**src/rtl/shift_sched_if.sv**
```systemverilog
// -----------------------------------------------------------------------------
// shift_sched_if
// Bundles the request, response and shifter-side signals of shift_sched.
//
// Signals:
//   req0_* / req1_*  : job submission from the two requesters (valid/ready,
//                      shift mode, carry-in, step count, initial data word)
//   rsp_*            : result return (valid/ready, owner id, data, carry-out)
//   sh_*             : connection to the shared clocked shifter
//   busy             : scheduler is not idle
//
// Modports:
//   slave  : the scheduler's view (takes requests, drives responses/shifter)
//   master : the environment's view (requesters, consumer and shifter)
// -----------------------------------------------------------------------------
interface shift_sched_if #(
    parameter int WIDTH = 16,
    parameter int CNT_W = 4
);
    logic             req0_valid;
    logic             req0_ready;
    logic [2:0]       req0_mode;
    logic             req0_cin;
    logic [CNT_W-1:0] req0_count;
    logic [WIDTH-1:0] req0_data;

    logic             req1_valid;
    logic             req1_ready;
    logic [2:0]       req1_mode;
    logic             req1_cin;
    logic [CNT_W-1:0] req1_count;
    logic [WIDTH-1:0] req1_data;

    logic             rsp_valid;
    logic             rsp_ready;
    logic             rsp_id;
    logic [WIDTH-1:0] rsp_data;
    logic             rsp_cout;

    logic [2:0]       sh_shift;
    logic             sh_cin;
    logic [WIDTH-1:0] sh_indata;
    logic [WIDTH-1:0] sh_outdata;
    logic             sh_cout;

    logic             busy;

    modport slave (
        input  req0_valid, req0_mode, req0_cin, req0_count, req0_data,
        output req0_ready,
        input  req1_valid, req1_mode, req1_cin, req1_count, req1_data,
        output req1_ready,
        output rsp_valid, rsp_id, rsp_data, rsp_cout,
        input  rsp_ready,
        output sh_shift, sh_cin, sh_indata,
        input  sh_outdata, sh_cout,
        output busy
    );

    modport master (
        output req0_valid, req0_mode, req0_cin, req0_count, req0_data,
        input  req0_ready,
        output req1_valid, req1_mode, req1_cin, req1_count, req1_data,
        input  req1_ready,
        input  rsp_valid, rsp_id, rsp_data, rsp_cout,
        output rsp_ready,
        input  sh_shift, sh_cin, sh_indata,
        output sh_outdata, sh_cout,
        input  busy
    );
endinterface

```
**src/rtl/shift_sched.sv**
```systemverilog
// -----------------------------------------------------------------------------
// shift_sched
// Shares one clocked shifter between two requesters. A granted job is copied
// into work registers, then the shifter is iterated once per step (two cycles
// per step: ISSUE drives the shifter inputs, WAIT captures its registered
// outputs) with each result fed back as the next input. The final word and
// carry are returned on a valid/ready response port tagged with the owner.
//
// Ports:
//   clk   : clock, rising edge
//   rst_n : asynchronous active-low reset
//   bus   : shift_sched_if.slave -- requests in, response out, shifter link
// -----------------------------------------------------------------------------
module shift_sched #(
    parameter int WIDTH = 16,
    parameter int CNT_W = 4
) (
    input  logic clk,
    input  logic rst_n,
    shift_sched_if.slave bus
);

    typedef enum logic [1:0] {
        S_IDLE  = 2'd0,
        S_ISSUE = 2'd1,
        S_WAIT  = 2'd2,
        S_RESP  = 2'd3
    } state_t;

    state_t           r_state;
    state_t           w_next;

    // Work registers for the job in flight.
    logic [2:0]       r_mode;
    logic             r_cin;
    logic [CNT_W-1:0] r_rem;
    logic [WIDTH-1:0] r_data;
    logic             r_cout;
    logic             r_id;
    // Index of the most recent grant; resets to 1 so requester 0 wins the
    // first tie.
    logic             r_last;

    logic             w_gnt0;
    logic             w_gnt1;
    logic             w_accept;
    logic [2:0]       w_sel_mode;
    logic             w_sel_cin;
    logic [CNT_W-1:0] w_sel_count;
    logic [WIDTH-1:0] w_sel_data;

    logic             w_req0_ready;
    logic             w_req1_ready;
    logic             w_rsp_valid;
    logic             w_busy;
    logic [2:0]       w_sh_shift;
    logic             w_sh_cin;
    logic [WIDTH-1:0] w_sh_indata;

    // Round-robin: on a tie the requester that did not win last time is
    // chosen; a lone request is always granted.
    always_comb begin
        w_gnt1   = bus.req1_valid & (~bus.req0_valid | ~r_last);
        w_gnt0   = bus.req0_valid & ~w_gnt1;
        w_accept = (r_state == S_IDLE) & (bus.req0_valid | bus.req1_valid);

        if (w_gnt1) begin
            w_sel_mode  = bus.req1_mode;
            w_sel_cin   = bus.req1_cin;
            w_sel_count = bus.req1_count;
            w_sel_data  = bus.req1_data;
        end else begin
            w_sel_mode  = bus.req0_mode;
            w_sel_cin   = bus.req0_cin;
            w_sel_count = bus.req0_count;
            w_sel_data  = bus.req0_data;
        end
    end

    always_comb begin
        w_next       = r_state;
        w_req0_ready = 1'b0;
        w_req1_ready = 1'b0;
        w_rsp_valid  = 1'b0;
        w_busy       = 1'b1;
        w_sh_shift   = 3'd0;
        w_sh_cin     = 1'b0;
        w_sh_indata  = '0;

        case (r_state)
            S_IDLE: begin
                w_busy       = 1'b0;
                w_req0_ready = (r_state == S_IDLE) & w_gnt0;
                w_req1_ready = (r_state == S_IDLE) & w_gnt1;
                if (w_accept) begin
                    // A zero-step job skips the shifter entirely.
                    w_next = (w_sel_count != '0) ? S_ISSUE : S_RESP;
                end
            end
            S_ISSUE: begin
                w_sh_shift  = r_mode;
                w_sh_cin    = r_cin;
                w_sh_indata = r_data;
                w_next      = S_WAIT;
            end
            S_WAIT: begin
                // Inputs are held so the shifter sees them on its capture edge.
                w_sh_shift  = r_mode;
                w_sh_cin    = r_cin;
                w_sh_indata = r_data;
                w_next      = (r_rem == CNT_W'(1)) ? S_RESP : S_ISSUE;
            end
            S_RESP: begin
                w_rsp_valid = 1'b1;
                if (bus.rsp_ready) begin
                    w_next = S_IDLE;
                end
            end
            default: begin
                w_next = S_IDLE;
            end
        endcase
    end

    always_ff @(posedge clk or negedge rst_n) begin
        if (!rst_n) begin
            r_state <= S_IDLE;
            r_mode  <= 3'd0;
            r_cin   <= 1'b0;
            r_rem   <= '0;
            r_data  <= '0;
            r_cout  <= 1'b0;
            r_id    <= 1'b0;
            r_last  <= 1'b1;
        end else begin
            r_state <= w_next;
            case (r_state)
                S_IDLE: begin
                    if (w_accept) begin
                        r_mode <= w_sel_mode;
                        r_cin  <= w_sel_cin;
                        r_rem  <= w_sel_count;
                        r_data <= w_sel_data;
                        r_cout <= 1'b0;
                        r_id   <= w_gnt1;
                        r_last <= w_gnt1;
                    end
                end
                S_WAIT: begin
                    // Feed the shifter result back as the next step's input.
                    r_data <= bus.sh_outdata;
                    r_cout <= bus.sh_cout;
                    r_rem  <= r_rem - CNT_W'(1);
                end
                default: begin
                end
            endcase
        end
    end

    assign bus.req0_ready = w_req0_ready;
    assign bus.req1_ready = w_req1_ready;
    assign bus.rsp_valid  = w_rsp_valid;
    assign bus.rsp_id     = r_id;
    assign bus.rsp_data   = r_data;
    assign bus.rsp_cout   = r_cout;
    assign bus.sh_shift   = w_sh_shift;
    assign bus.sh_cin     = w_sh_cin;
    assign bus.sh_indata  = w_sh_indata;
    assign bus.busy       = w_busy;

endmodule

```
**src/flat_wrapper.sv**
```systemverilog
// flat-port wrapper written by rule: the top's interface ports become plain ports
module shift_sched_flat 
#(
    parameter int WIDTH = 16,
    parameter int CNT_W = 4
)
  (clk, rst_n, bus_req0_valid, bus_req0_mode, bus_req0_cin, bus_req0_count, bus_req0_data, bus_req0_ready, bus_req1_valid, bus_req1_mode, bus_req1_cin, bus_req1_count, bus_req1_data, bus_req1_ready, bus_rsp_valid, bus_rsp_id, bus_rsp_data, bus_rsp_cout, bus_rsp_ready, bus_sh_shift, bus_sh_cin, bus_sh_indata, bus_sh_outdata, bus_sh_cout, bus_busy);
  shift_sched_if #(.WIDTH(WIDTH), .CNT_W(CNT_W)) bus_i ();
  input  logic clk;
  input  logic rst_n;
  input wire logic [$bits(bus_i.req0_valid)-1:0] bus_req0_valid;
  input wire logic [$bits(bus_i.req0_mode)-1:0] bus_req0_mode;
  input wire logic [$bits(bus_i.req0_cin)-1:0] bus_req0_cin;
  input wire logic [$bits(bus_i.req0_count)-1:0] bus_req0_count;
  input wire logic [$bits(bus_i.req0_data)-1:0] bus_req0_data;
  output wire logic [$bits(bus_i.req0_ready)-1:0] bus_req0_ready;
  input wire logic [$bits(bus_i.req1_valid)-1:0] bus_req1_valid;
  input wire logic [$bits(bus_i.req1_mode)-1:0] bus_req1_mode;
  input wire logic [$bits(bus_i.req1_cin)-1:0] bus_req1_cin;
  input wire logic [$bits(bus_i.req1_count)-1:0] bus_req1_count;
  input wire logic [$bits(bus_i.req1_data)-1:0] bus_req1_data;
  output wire logic [$bits(bus_i.req1_ready)-1:0] bus_req1_ready;
  output wire logic [$bits(bus_i.rsp_valid)-1:0] bus_rsp_valid;
  output wire logic [$bits(bus_i.rsp_id)-1:0] bus_rsp_id;
  output wire logic [$bits(bus_i.rsp_data)-1:0] bus_rsp_data;
  output wire logic [$bits(bus_i.rsp_cout)-1:0] bus_rsp_cout;
  input wire logic [$bits(bus_i.rsp_ready)-1:0] bus_rsp_ready;
  output wire logic [$bits(bus_i.sh_shift)-1:0] bus_sh_shift;
  output wire logic [$bits(bus_i.sh_cin)-1:0] bus_sh_cin;
  output wire logic [$bits(bus_i.sh_indata)-1:0] bus_sh_indata;
  input wire logic [$bits(bus_i.sh_outdata)-1:0] bus_sh_outdata;
  input wire logic [$bits(bus_i.sh_cout)-1:0] bus_sh_cout;
  output wire logic [$bits(bus_i.busy)-1:0] bus_busy;
  assign bus_i.req0_valid = bus_req0_valid;
  assign bus_i.req0_mode = bus_req0_mode;
  assign bus_i.req0_cin = bus_req0_cin;
  assign bus_i.req0_count = bus_req0_count;
  assign bus_i.req0_data = bus_req0_data;
  assign bus_req0_ready = bus_i.req0_ready;
  assign bus_i.req1_valid = bus_req1_valid;
  assign bus_i.req1_mode = bus_req1_mode;
  assign bus_i.req1_cin = bus_req1_cin;
  assign bus_i.req1_count = bus_req1_count;
  assign bus_i.req1_data = bus_req1_data;
  assign bus_req1_ready = bus_i.req1_ready;
  assign bus_rsp_valid = bus_i.rsp_valid;
  assign bus_rsp_id = bus_i.rsp_id;
  assign bus_rsp_data = bus_i.rsp_data;
  assign bus_rsp_cout = bus_i.rsp_cout;
  assign bus_i.rsp_ready = bus_rsp_ready;
  assign bus_sh_shift = bus_i.sh_shift;
  assign bus_sh_cin = bus_i.sh_cin;
  assign bus_sh_indata = bus_i.sh_indata;
  assign bus_i.sh_outdata = bus_sh_outdata;
  assign bus_i.sh_cout = bus_sh_cout;
  assign bus_busy = bus_i.busy;
  shift_sched #(.WIDTH(WIDTH), .CNT_W(CNT_W)) u_core (.clk(clk), .rst_n(rst_n), .bus(bus_i));
endmodule
```
**config.mk**
```make
export PLATFORM = sky130hd
export DESIGN_NAME = shift_sched_flat
export DESIGN_NICKNAME = d
export VERILOG_FILES = /design/src/rtl/shift_sched_if.sv /design/src/rtl/shift_sched.sv /design/src/flat_wrapper.sv
export SDC_FILE = /design/constraint.sdc
export NUM_CORES = 1
export LEC_CHECK = 0
export BUFFER_PORTS_ARGS = -buffer_cell sky130_fd_sc_hd__buf_2
export CORE_ASPECT_RATIO = 0.8
export CORE_MARGIN = 2
export CORE_UTILIZATION = 44
export DETAILED_ROUTE_END_ITERATION = 6
export PLACE_DENSITY = 0.81
export SKIP_CTS_REPAIR_TIMING = 1
export SLEW_MARGIN = 20
export SYNTH_ARGS = -nofsm -noshare
export SYNTH_HDL_FRONTEND = slang
export SYNTH_SLANG_ARGS = --single-unit
```
**constraint.sdc**
```tcl
create_clock -name clk -period 2.3 [get_ports clk]
set_input_delay 0.23 -clock clk [delete_from_list [all_inputs] [get_ports clk]]
set_output_delay 0.23 -clock clk [all_outputs]
set_load 0.05 [all_outputs]
```
# ---- Word-level counts from Yosys, hierarchy flattened
# Index checks and enable logic that the tools add are counted.
dict set report op_classes {
  add_sub_neg 1
  mux 22
  eq_ne 6
  n_reduce_logical 7
  bitwise_logic 10
}
# op n
set ops {}
lappend ops {{two-way mux 16 bit} 3}
lappend ops {{case mux 16 bit (2 select lines)} 1}
lappend ops {{two-way mux 2 bit} 4}
lappend ops {{two-way mux 4 bit} 2}
lappend ops {{case mux 2 bit (4 select lines)} 1}
lappend ops {{case mux 4 bit (2 select lines)} 1}
lappend ops {{two-way mux 1 bit} 7}
lappend ops {{two-way mux 3 bit} 2}
lappend ops {{AND reduction 2 bit} 3}
lappend ops {{bitwise AND 1 bit} 5}
lappend ops {{== test 2 bit, second input constant} 2}
lappend ops {{== test 4 x 1 -> 1 bit, second input constant} 1}
lappend ops {{nonzero test 4 bit} 1}
lappend ops {{subtractor 4 x 1 -> 4 bit, second input constant} 1}
lappend ops {{NOT 1 bit} 3}
lappend ops {{== test 2 x 1 -> 1 bit, second input constant} 1}
lappend ops {{logical NOT 2 bit} 1}
lappend ops {{inequality test 2 x 1 -> 1 bit, second input constant} 1}
lappend ops {{inequality test 2 bit, second input constant} 1}
lappend ops {{OR 1 bit} 2}
lappend ops {{case mux 1 bit (2 select lines)} 1}
lappend ops {{nonzero test 2 bit} 1}
lappend ops {{OR reduction 2 bit} 1}
dict set report word_totals {
  register_bits 29
  output_inout_bits 42
}

# ---- Longest topological paths before layout
# Gate-level depths: netlist of the first run.
dict set report depth {
  ltp_word 8
  depth_mapped 8
  depth_no_buf 6
}

# ---- Worst setup path after synthesis of the first run
# No wires, ideal clock.
dict set report synth_path {
  path_kind {register -> output}
  start {register u_core.r_last}
  end {output port bus_req0_ready}
  t_arrival_ns 1.567
  required_ns 2.070
  path_buffers 2
  setup_slack_ns 0.503
  stages_incl_launch_ff 5
  path_cell_list {dfstp_2 > a21boi_1 > buf_4 > buf_4 > nor2_1}
}
dict set report synth_via {
  elab_chain_len 7
}
# element line_no
set synth_lines {}
lappend synth_lines {{from (decl)} shift_sched.sv:42} ;# logic r_last;
lappend synth_lines {{from (signal assigned)} shift_sched.sv:146} ;# r_last <= w_gnt1;
lappend synth_lines {{NOT 1 bit} shift_sched.sv:63} ;# w_gnt1 = bus.req1_valid & (~bus.req0_valid | ~r_last);
lappend synth_lines {{OR 1 bit} shift_sched.sv:63}
lappend synth_lines {{bitwise AND 1 bit} shift_sched.sv:63}
lappend synth_lines {{NOT 1 bit} shift_sched.sv:64} ;# w_gnt0 = bus.req0_valid & ~w_gnt1;
lappend synth_lines {{bitwise AND 1 bit} shift_sched.sv:64}
lappend synth_lines {{bitwise AND 1 bit} shift_sched.sv:93} ;# w_req0_ready = (r_state == S_IDLE) & w_gnt0;
lappend synth_lines {{two-way mux 1 bit} shift_sched.sv:90} ;# case (r_state)
lappend synth_lines {{to (decl)} flat_wrapper.sv:16} ;# output wire logic [$bits(bus_i.req0_ready)-1:0] bus_req0_ready;
# Every way passes these cells.

# ---- Worst setup path after layout of the first run
dict set report layout_path {
  start {register u_core.r_state[0]}
  end {output port bus_sh_shift[0]}
}
dict set report layout_via {
  elab_chain_len 3
  elab_cells_between_ends 4
  classes_between {eq/ne: 2; mux: 1; reduce/logical: 1}
}
# element line_no
set layout_lines {}
lappend layout_lines {{from (decl)} shift_sched.sv:30} ;# state_t r_state;
lappend layout_lines {{from (signal assigned)} shift_sched.sv:136} ;# r_state <= w_next;
lappend layout_lines {{== test 2 x 1 -> 1 bit or == test 2 bit (tied branches)} shift_sched.sv:90}
lappend layout_lines {{OR reduction 2 bit (no source line) *} --}
lappend layout_lines {{two-way mux 3 bit *} shift_sched.sv:90}
lappend layout_lines {{to (decl)} flat_wrapper.sv:28} ;# output wire logic [$bits(bus_i.sh_shift)-1:0] bus_sh_shift;
# Every way passes the cells marked *; elsewhere a longest branch is shown, timed or not.

==> results.cfg, run 1 <==
[status]
status = complete, but fails checks
violations = hold timing

[synthesis]
syn_inst = 195
yosysTopAreaCell = dfrtp_1
yosysUniqueCellTypes = 37
synth_flop_cell = dfrtp_1
yosysWarningCount = 0
synth.avg_cell_area_um2 = 9.82
yosys-top-cells-count = 28 x dfrtp_1, 25 x nand2_1, 23 x mux2i_1
synthArstFlopShare_pct = 100
yosysMostFrequentCell = dfrtp_1
synth_top_area_share_pct = 36.6
synth_top_cells_by_area = dfrtp_1 37%, mux2i_1 12%, mux2_2 8.2%
syn-num-nets = 272
synth_edf_count = 0
synthesis.area_um2 = 1920
synth-seq-cells = 29
seq_area_frac_synth_pct = 37.9

[detailed_routing]
final_antenna_net_count = 0
num_vias = 1787
wl_per_cell_um = 12.7
first_pass_iters = 4
drt_iter0_markers = 77
post-route-drc-count = 0
routed_via_density = 4.91
routed_wl_um = 4630

[timing]
holdWs_ns = -0.0175
skew_ns = 0.00622
finalSetupViolCount = 0
rsz0062_at_grt = false
finalSetupTns_ns = 0
fmaxAchievable_mhz = 479
finalHoldViolCount = 23
min_period_ns = 2.09
maxSlewViolCount = 0
worstMarginPinSlew_ns = 0.702
post-route-period-util_pct = 90.8
slew_headroom_pct = 53.2

[cts]
clock-root-buffer = clkbuf_8
cts_buffers = 5
htree_num_levels = 2
clock_latency_ns = 0.27
cts_buffer_depth = 2
clock_sinks = 29
path_clk_slew_ns = 0.06
cts_tree = built

[global_routing]
grt_first_pass_wirelength_um = 7420
antenna_found_initial = 0
grt_overflow = 0
grtUsageTotal_pct = 18.6
grt_max_degree = 30
grt_pass1_vias = 1627

[floorplanning]
io_pins = 112
die_h_um = 63.0
start_util_pct = 45.9
rows = 21
fp.dieArea_um2 = 4900
core_um2 = 4180
dieWidth_um = 77.8

[job]
maxCapViolations = 0

[worst_setup_path]
crit_path_start = u_core.r_state[0]
rr_startpoint = u_core.r_state[0]
cp_max_fo = 20
required_ns = 2.07
endpoint_kind = output port
startpoint_type = flop
arrival_ns = 1.86
worstSetupPathType = flop to output port

[placed_design]
port-buffer-count = 111
gp_congestion = 0.751
post-dp-hpwl_um = 3630

[final_layout]
n_antenna_cell = 0
drive_gt1_share_pct = 46.3
areaGrowthSynthToFinish_pct = 36.7
finalNetCount = 383

[hold_path]
hold_path_class = input port to async pin
## routing by layer
layer  up-vias  GRT usage (%)  wire, µm
li1        903              -         -
met1       803           24.5      2040
met2        79           31.3      2180
met3         2           5.20       406
met4         0           2.68        10
met5         -              0         0
## layout make-up
| cell class | count | area (µm²) |
|---|---|---|
| Inverter | 6 | 22.5 |
| Timing Repair Buffer | 116 | 606 |
| Tap cell | 57 | 71.3 |
| Multi-Input combinational cell | 148 | 1090 |
| Clock buffer | 7 | 96.3 |
| Clock inverter | 1 | 5.00 |
| Sequential cell | 29 | 727 |
| Fill cell | 355 | 1560 |
## registers in the layout, indices dropped and copies added, names as in the netlist
register,cells
u_core.r_state,2
u_core.bus.rsp_cout,1
u_core.bus.rsp_id,1
u_core.r_cin,1
u_core.r_last,1
u_core.bus.rsp_data,16
u_core.r_mode,3
u_core.r_rem,4
## metrics by stage
step | setup slack, ns | instance area, µm² | util [%] | hold WS [ns] | cells
6_report | 0.211 | 2620 | 62.7 | -0.0175 | 364
5_1_grt | 0.0783 | 2620 | 62.7 | 0.0228 | 364
4_1_cts | 0.203 | 2620 | 62.7 | 0.00146 | 364
3_5_place_dp | 0.359 | 2520 | 60.3 | 0.299 | 356
3_3_place_gp | 0.448 | 2520 | 60.3 | 0.287 | 356
2_1_floorplan | 0.503 | 1920 | - | -0.0656 | 195
## cells by family after synthesis
kind of cell / count (synthesis) / share of synthesized area, %
AO/OA/AOI/OAI: 41 / 12.9
adder cells (fa/ha/maj): 7 / 4.57
buffers and inverters: 18 / 5.68
flip-flops: 29 / 37.9
multiplexers: 41 / 22.6
AND/OR/NAND/NOR: 59 / 16.3
## worst paths after layout
| kind | endpoint | slack (ns) | depth (start not counted) |
|---|---|---|---|
| worst min register to register | u_core.r_mode[0] | 0.48 | 2 |
| worst max register to register | u_core.r_rem[3] | 0.34 | 6 |
| min in group clk | u_core.bus.rsp_cout | 0.22 | 2 |
| max in group asynchronous | u_core.bus.rsp_data[7] | 1.88 | 1 |
| worst min-delay path | u_core.r_rem[3] | -0.02 | 1 |
| worst max-delay path | bus_sh_shift[0] | 0.21 | 4 |
## cells in the final DEF (no fill, tap or decap), drive strengths merged, types with 2 or more instances in the layout
cell,synthesis,layout
a21o,2,2
a21oi,3,3
and2,21,21
buf,8,116
clkbuf,4,7
dfrtp,28,28
ha,7,7
inv,6,6
mux2,18,18
mux2i,23,23
nand2,25,25
nor2,2,2
nor2b,2,2
nor3,3,3
o21ai,26,26
o31ai,2,2
## worst max-delay path: stages, from the launching register on
cell and delay (ns):
dfrtp_1 0.38, inv_1 0.10, ha_1 0.63, and2_1 0.21, buf_2 0.26
Power of run 1 is not shown: default switching activity piles up to over one toggle a cycle in this logic, so the estimate is an artifact.
==> run 2, diff against run 1 <==
- CTS_BUF_LIST: unset -> sky130_fd_sc_hd__clkbuf_16
==> run 2 against run 1 <==
Net effect:
- worst setup slack better by 0.035 ns
- via count down 0.62%
- first-iteration DRC count down 34%
- final area up 1.4%
- cell count unchanged
- the run still ends with hold timing left
- global-route usage up 0.36 points
- register-to-register slack better by 0.02 ns
- critical path type unchanged
- non-clock buffer count unchanged
- sequential share of layout area down 0.38 points
==> results.cfg, run 2 (same netlist as run 1, synthesis figures left out) <==
[global_routing]
antenna_found_initial = 0
grt_max_degree = 30
grtUsageTotal_pct = 19.0
grt_first_pass_wirelength_um = 7440
grt_overflow = 0
grt_pass1_vias = 1643

[detailed_routing]
routed_via_density = 4.88
wl_per_cell_um = 12.7
num_vias = 1776
post-route-drc-count = 0
final_antenna_net_count = 0
routed_wl_um = 4630
first_pass_iters = 4
drt_iter0_markers = 51

[worst_setup_path]
reg2reg_slack_ns = 0.36
crit_path_start = u_core.r_state[0]
startpoint_type = flop
rr_startpoint = u_core.r_state[0]
arrival_ns = 1.82
timing.rr.end = u_core.r_rem[3]
cp_max_fo = 20
endpoint = bus_sh_shift[0]
endpoint_kind = output port
required_ns = 2.07
worstRegToRegCells = 6
worstSetupPathType = flop to output port

[timing]
slew_headroom_pct = 54.0
post-route-period-util_pct = 89.3
min_period_ns = 2.05
holdWs_ns = -0.0118
finalSetupViolCount = 0
finalHoldViolCount = 28
finalSetupTns_ns = 0
worstMarginPinSlew_ns = 0.690
skew_ns = 0.00340
layout_setup_ws_ns = 0.245
maxSlewViolCount = 0
rsz0062_at_grt = false
fmaxAchievable_mhz = 487

[placed_design]
gp_congestion = 0.751
placed_cells_incl_taps = 356
port-buffer-count = 111
dp_slack_ns = 0.359
dpl_cell_area_um2 = 2520
post-dp-hpwl_um = 3630

[cts]
clock_sinks = 29
clock-root-buffer = clkbuf_16
htree_num_levels = 2
path_clk_slew_ns = 0.05
cts_buffer_depth = 2
cts_buffers = 5
clock_latency_ns = 0.27
cts_tree = built

[floorplanning]
rows = 21
start_util_pct = 45.9
fp.dieArea_um2 = 4900
dieWidth_um = 77.8
core_um2 = 4180
die_h_um = 63.0
io_pins = 112

[hold_path]
hold_path_class = input port to async pin

[final_layout]
areaGrowthSynthToFinish_pct = 38.6
nFillCells = 353
n_antenna_cell = 0
final_cell_mix = 111 x buf_2, 28 x dfrtp_1, 25 x nand2_1
largest_reg_flops = 16
final_cell_area_um2 = 2660
ff_latch_area_um2 = 727
stdcell_count = 364
drive_gt1_share_pct = 45.6
finalNetCount = 383
multi_input_area_um2 = 1090
final_common_cell = buf_2

[job]
maxCapViolations = 0

[status]
violations = hold timing
status = complete, but fails checks
[run 2: changes by cell type in the layout (fill, tap and decap cells not counted)]
cell	delta
clkinv_1	+2
clkbuf_16	+5
clkbuf_8	-7
[run 2: worst min-delay path by stage]
stage	end	slack [ns]	depth (start not counted)	startpoint
finish	u_core.r_rem[3]	-0.01	1	rst_n
global route	u_core.bus.rsp_data[4]	0.03	1	rst_n
CTS	u_core.bus.rsp_id	0.01	1	rst_n
detailed placement	u_core.bus.rsp_id	0.30	1	rst_n
global placement	u_core.r_cin	0.29	1	rst_n
floorplan	u_core.bus.rsp_cout	-0.07	0	rst_n
[run 2: cell type report]
cell class	count	share of cell area [%]
timing repair buffer	116	22.8
clock buffer	5	4.71
tap	57	2.69
multi-input combinational	148	41.1
clock inverter	3	0.471
sequential	29	27.4
inverter	6	0.848
[run 2: metal layers]
metal	global-route usage, %	up-vias	part of all wire, %
li1	-	905	-
met1	24.0	799	45
met2	31.8	70	47
met3	6.50	2	7.7
met4	3.35	0	0.28
met5	0	-	0
[run 2: worst max-delay path: stages, from the launching register on]
cell and delay, ns:
dfrtp_1 0.38, inv_1 0.10, ha_1 0.60, and2_1 0.21, buf_2 0.26
[run 2: metrics by stage]
| step | util, % | hold slack, ns |
|---|---|---|
| after floorplan | - | -0.0656 |
| final | 63.6 | -0.0118 |
| after detailed placement | 60.3 | 0.299 |
| after global routing | 63.6 | 0.0349 |
| after global placement | 60.3 | 0.287 |
| after CTS | 63.6 | 0.0134 |
Power of run 2 is left out for the same reason.
